[src/rtl/key_input_pkg.sv]
// Purpose : shared constants for the key input port (key count, bus width, busin field offsets).
// Latency : n/a (package only).
// Backpressure: n/a.
package key_input_pkg;

    localparam int KEY_COUNT = 4;
    localparam int BUS_WIDTH = 16;

    // busin field layout: debounced levels in the low nibble, sticky press events above
    localparam int LEVEL_LSB = 0;
    localparam int EVENT_LSB = 4;

    // Counter width able to hold cycles-1; never narrower than one bit so that
    // a single-cycle debounce still has a legal counter.
    function automatic int cnt_width(input int cycles);
        return (cycles > 1) ? $clog2(cycles) : 1;
    endfunction

endpackage

[src/rtl/key_debounce.sv]
// Purpose : two-flop synchronizer plus debounce for one key; emits stable level and a rise pulse.
// Latency : 2 sync cycles + DEBOUNCE_CYCLES stable cycles before a new level is accepted.
// Backpressure: none (free-running sampler).
// Ports   : clk, reset_bar (async active-low), key_raw (asynchronous key level),
//           level (debounced level), rise (one-cycle pulse on the cycle level goes 0->1).
module key_debounce
    import key_input_pkg::*;
#(
    parameter int DEBOUNCE_CYCLES = 120000
) (
    input  logic clk,
    input  logic reset_bar,
    input  logic key_raw,
    output logic level,
    output logic rise
);

    localparam int CW = cnt_width(DEBOUNCE_CYCLES);
    localparam logic [CW-1:0] CNT_MAX = CW'(DEBOUNCE_CYCLES - 1);

    logic          sync_1;
    logic          sync_2;
    logic [CW-1:0] cnt;
    logic          accept;

    // Accept on the last differing cycle; counter is cleared here, so it never wraps.
    assign accept = (sync_2 != level) && (cnt == CNT_MAX);
    // Combinational so the event flag in the top sets on the same edge that level rises.
    assign rise   = accept && sync_2;

    always_ff @(posedge clk or negedge reset_bar) begin
        if (!reset_bar) begin
            sync_1 <= 1'b0;
            sync_2 <= 1'b0;
            level  <= 1'b0;
            cnt    <= '0;
        end else begin
            sync_1 <= key_raw;
            sync_2 <= sync_1;
            if (sync_2 == level) begin
                // Agreement (including a bounce back mid-count) restarts the count.
                cnt <= '0;
            end else if (accept) begin
                level <= sync_2;
                cnt   <= '0;
            end else begin
                cnt <= cnt + CW'(1);
            end
        end
    end

endmodule

[src/rtl/key_input.sv]
// Purpose : memory-mapped 4-key input port; debounced levels (and optional sticky press flags) on busin.
// Latency : busin is combinational from DO/addr (zero latency); key changes appear after debounce.
// Backpressure: none; a read completes on the cycle select falls.
// Ports   : clk, reset_bar (async active-low), key[3:0] raw keys (1 = pressed), addr[15:0],
//           DO (CPU reading I/O), busin[15:0] data to CPU (0 when not selected).
// Option  : define KEY_INPUT_EVENT_LATCH_EN to return sticky press flags on busin[7:4],
//           cleared when a read completes; otherwise busin[7:4] reads 0.
module key_input
    import key_input_pkg::*;
#(
    parameter int          DEBOUNCE_CYCLES = 120000,
    parameter logic [15:0] BASE_ADDR       = 16'h0000
) (
    input  logic        clk,
    input  logic        reset_bar,
    input  logic [3:0]  key,
    input  logic [15:0] addr,
    input  logic        DO,
    output logic [15:0] busin
);

    logic [KEY_COUNT-1:0] level;
    logic [KEY_COUNT-1:0] rise;
    logic [KEY_COUNT-1:0] events;
    logic                 select;
    logic                 select_d;
    logic                 read_done;

    for (genvar i = 0; i < KEY_COUNT; i++) begin : g_key
        key_debounce #(
            .DEBOUNCE_CYCLES(DEBOUNCE_CYCLES)
        ) u_debounce (
            .clk      (clk),
            .reset_bar(reset_bar),
            .key_raw  (key[i]),
            .level    (level[i]),
            .rise     (rise[i])
        );
    end

    assign select    = DO && (addr == BASE_ADDR);
    assign read_done = select_d && !select;

    always_ff @(posedge clk or negedge reset_bar) begin
        if (!reset_bar) begin
            select_d <= 1'b0;
        end else begin
            select_d <= select;
        end
    end

`ifdef KEY_INPUT_EVENT_LATCH_EN
    logic [KEY_COUNT-1:0] flags;

    // Set has priority over the read-completion clear so a press landing on
    // the closing cycle of a read is not lost.
    always_ff @(posedge clk or negedge reset_bar) begin
        if (!reset_bar) begin
            flags <= '0;
        end else begin
            flags <= (flags & ~{KEY_COUNT{read_done}}) | rise;
        end
    end

    assign events = flags;
`else
    logic unused_evt;
    assign unused_evt = ^{rise, read_done};
    assign events     = '0;
`endif

    always_comb begin
        busin = '0;
        if (select) begin
            busin[LEVEL_LSB +: KEY_COUNT] = level;
            busin[EVENT_LSB +: KEY_COUNT] = events;
        end
    end

endmodule
[config.mk]
export PLATFORM = sky130hd
export DESIGN_NAME = key_input
export DESIGN_NICKNAME = d
export VERILOG_FILES = /design/src/rtl/key_input_pkg.sv /design/src/rtl/key_debounce.sv /design/src/rtl/key_input.sv
export SDC_FILE = /design/constraint.sdc
export NUM_CORES = 1
export LEC_CHECK = 0
export CORE_ASPECT_RATIO = 2
export CORE_MARGIN = 2
export CORE_UTILIZATION = 51
export DETAILED_ROUTE_END_ITERATION = 10
export GPL_ROUTABILITY_DRIVEN = 0
export PLACE_DENSITY = 0.75
export RECOVER_POWER = 25
export SLEW_MARGIN = 5
export SYNTH_ARGS = -nofsm -noshare
export SYNTH_HDL_FRONTEND = slang
export SYNTH_SLANG_ARGS = --single-unit
[constraint.sdc]
create_clock -name clk -period 1.8 [get_ports clk]
set_clock_uncertainty 0.1 [all_clocks]
set_input_delay 0.45 -clock clk [delete_from_list [all_inputs] [get_ports clk]]
set_output_delay 0.45 -clock clk [all_outputs]
set_load 0.01 [all_outputs]
==> run metrics <==
status complete, but fails checks; failing checks negative setup slack; cell taking the most area after synthesis dfrtp_1; PortBufs 26; RSZ-0062 raised after global routing yes; DR pass1 iterations 5; CTS H-tree lvls 3; drt wl/cell 14.45 um; largest net degree at the start of global routing 30; CP Max Fanout 2; Layout Nets 497; Tcrit/Tclk final 122.8%; post-detail-place hpwl between 5000 and 6000 um; Buffers & Inverters on Critical Path 5; CP max stage cell clkdlybuf4s50_1; share of post-route cells with drive strength above 1 26.74%; ANT cells 0; Critical Path Max Stage Delay 0.41 ns; Setup-failing EPs final 17; CTS tree done; fmax 452.2 MHz; number of global-route vias before repair between 3000 and 4000; Yosys top cell area share 51.17%; clk slew on worst S/H paths roughly 0.06 ns; clk sinks 80; worst hold slack 0.2499 ns; Worst EP required around 1.3 ns; global route hottest layer met2; top_reg_cell synth dfrtp_1; Via density 5.381; Yosys reg bits 80; Worst Path Arrival between 1.5 and 2 ns; Max IR drop VDD 0.0007525 V; first-pass GRT wire length 13610 um; crit path kind input port to primary output; largest cells by area after synthesis dfrtp_1 (51%), xnor2_1 (8.3%), nor2_1 (7.2%); Total GRT Usage 20.88%; power per cell area 785.2 nW/um^2; maxcap violations 0; Leak Pwr around 0.0022 uW; synth cell count leaders dfrtp_1 (80), nor2_1 (75), xnor2_1 (37); met1 Track Usage GR a little over a quarter; Final min period 2.211 ns; area grow syn2layout 31.72%; Setup crit end kind primary output; DR DRC count 0; grt ovf 0; worst skew pair latency 0.33 ns; met3 GRT Util 4.741%; worst hold path class flip-flop to flip-flop; mapped cell area 3913 um^2; DRT antenna net count 0; Die ar. 8431 um^2; asr flop ratio synth 100.0%; chip height ~130 um; I/O pin count 39; clock buffer depth 2; Synth Instances 387; initial core utilization between 50% and 60%; critical path's most frequent cell buf_6; pre-CTS WS -1.103 ns; fin worst setup slack -0.4113 ns; Routed WL approximately 8200 um; most frequent cell after synthesis dfrtp_1; EDFF count, synth 0; register area share after synthesis roughly 51%; hold violation total from the final report 0; Core Box Area 7488 um^2; Syn. warnings 0; Slew @ Worst Pin ~0.69 ns; Avg Inst Size Synth 10.11 um^2; Root Driver clkbuf_16; CP cell instances clkdlybuf4s50_1 -> nor4_2 -> buf_4 -> buf_6 -> buf_6 -> and2_4 -> buf_6; Critical Path Source Type input port; initial detailed-routing violation count between 150 and 200; Cell variety after synth 37; GRT met2 Usage approximately a third; CTS Buf Count 9; initial antenna violation count 0; vias 3062; Slew Limit Headroom 53.69%; fillers 556; Die W 65.94 um; family with the most delay on the worst path buffers and inverters; Cell Rows 45; setup_tns -2.547 ns; Slew Limit Fails 0
## state kept, by name (all words and copies together), names as in the netlist
register / cells
g_key.u_debounce.cnt: 68
g_key.u_debounce.sync_1: 4
g_key.u_debounce.level: 4
g_key.u_debounce.sync_2: 4
## cells in the final DEF, fill, tap and decap left out, types with 3 or more instances in the layout
master         Yosys  layout
dfrtp_1           80      80
nor2_1            75      62
buf_4             12      42
xnor2_1           37      36
nand4_1           25      25
xor2_1            23      23
nand3_1           22      21
nand2_1           20      20
nor4_1            21      14
conb_1             1      12
buf_6              1      11
nor3_1             9       9
clkbuf_16          0       9
inv_1              8       8
nor2_2             0       8
buf_2              2       7
nor4_2             0       5
nor2_4             0       5
dlygate4sd3_1      0       5
o21ai_0            3       3
and3_1             3       3
a21oi_2            0       3
or3_1              5       3
nor4bb_1           3       3
mux2_2             4       3
buf_12             0       3
## worst register-to-register path, cell delays in order (launching register included)
cell and delay [ns]:
dfrtp_1 0.38, or4b_4 0.55, buf_6 0.14, o41ai_4 0.27, buf_4 0.18, buf_8 0.13
nor2_1 0.06
## repair_timing
item | in CTS | in global routing
hold buffers | 1 | 0
setup buffers | 5 | 7
endpoints found under the hold margin | 25 | 0
resized for setup | 82 | 32
cloned | 1 | 0
endpoints found under the setup margin | 15 | 26
pin swaps | 13 | 13
## report_power, final
| part | switching (uW) | internal [uW] |
|---|---|---|
| clock | 699 | 1250 |
| sequential | 26.0 | 1830 |
| combinational | 133 | 110 |
## per-stage QoR
stage,power [uW],instance area (um^2),cells,utilization [%]
floorplan,1986,3973,398,-
global route,4201,5154,569,68.82
global placement,2103,4571,540,61.04
finish,4047,5154,569,68.82
detailed placement,2111,4571,540,61.04
CTS,4081,4986,563,66.58
## logic make-up (layout without fill, tap and decap cells)
| logic type | count (synthesis) | in the layout | share of synthesized area [%] |
|---|---|---|---|
| AO/OA/AOI/OAI | 12 | 12 | 2.271 |
| XOR/XNOR | 60 | 60 | 13.43 |
| multiplexers | 4 | 4 | 1.151 |
| other | 1 | 12 | 0.09585 |
| flip-flops | 80 | 80 | 51.17 |
| adder cells (fa/ha/maj) | 4 | 4 | 1.279 |
| buffers and inverters | 25 | 102 | 3.806 |
| AND/OR/NAND/NOR | 201 | 201 | 26.80 |
## routing by layer
layer / share of wire (%) / vias up
li1: - / 1498
met1: 42 / 1493
met2: 52 / 61
met3: 4.0 / 10
met4: 1.6 / 0
met5: 0 / -
## final cells by class
cell class | count | area (um^2) | area share, %
clock buffers | 11 | 242.7 | 4.710
clock inverters | 5 | 80.08 | 1.554
inverters | 8 | 30.03 | 0.5827
multi-input cells | 293 | 1996 | 38.72
flip-flops and latches | 80 | 2002 | 38.84
well taps | 94 | 117.6 | 2.282
repair buffers | 78 | 685.7 | 13.30
## final timing paths
path | from | to | slack (ns) | depth (start not counted)
worst max-delay path | addr[15] | busin[0] | -0.41 | 7
worst min-delay path | g_key[3].u_debounce.sync_1 | g_key[3].u_debounce.sync_2 | 0.25 | 0
worst max register to register | g_key[3].u_debounce.cnt[6] | g_key[3].u_debounce.cnt[3] | -0.11 | 6
worst min register to register | g_key[3].u_debounce.sync_1 | g_key[3].u_debounce.sync_2 | 0.25 | 0
max in group asynchronous | reset_bar | g_key[2].u_debounce.cnt[0] | 0.22 | 3
min in group asynchronous | reset_bar | g_key[1].u_debounce.cnt[11] | 0.59 | 2
Note: power is estimated with default switching activity, not from simulation.
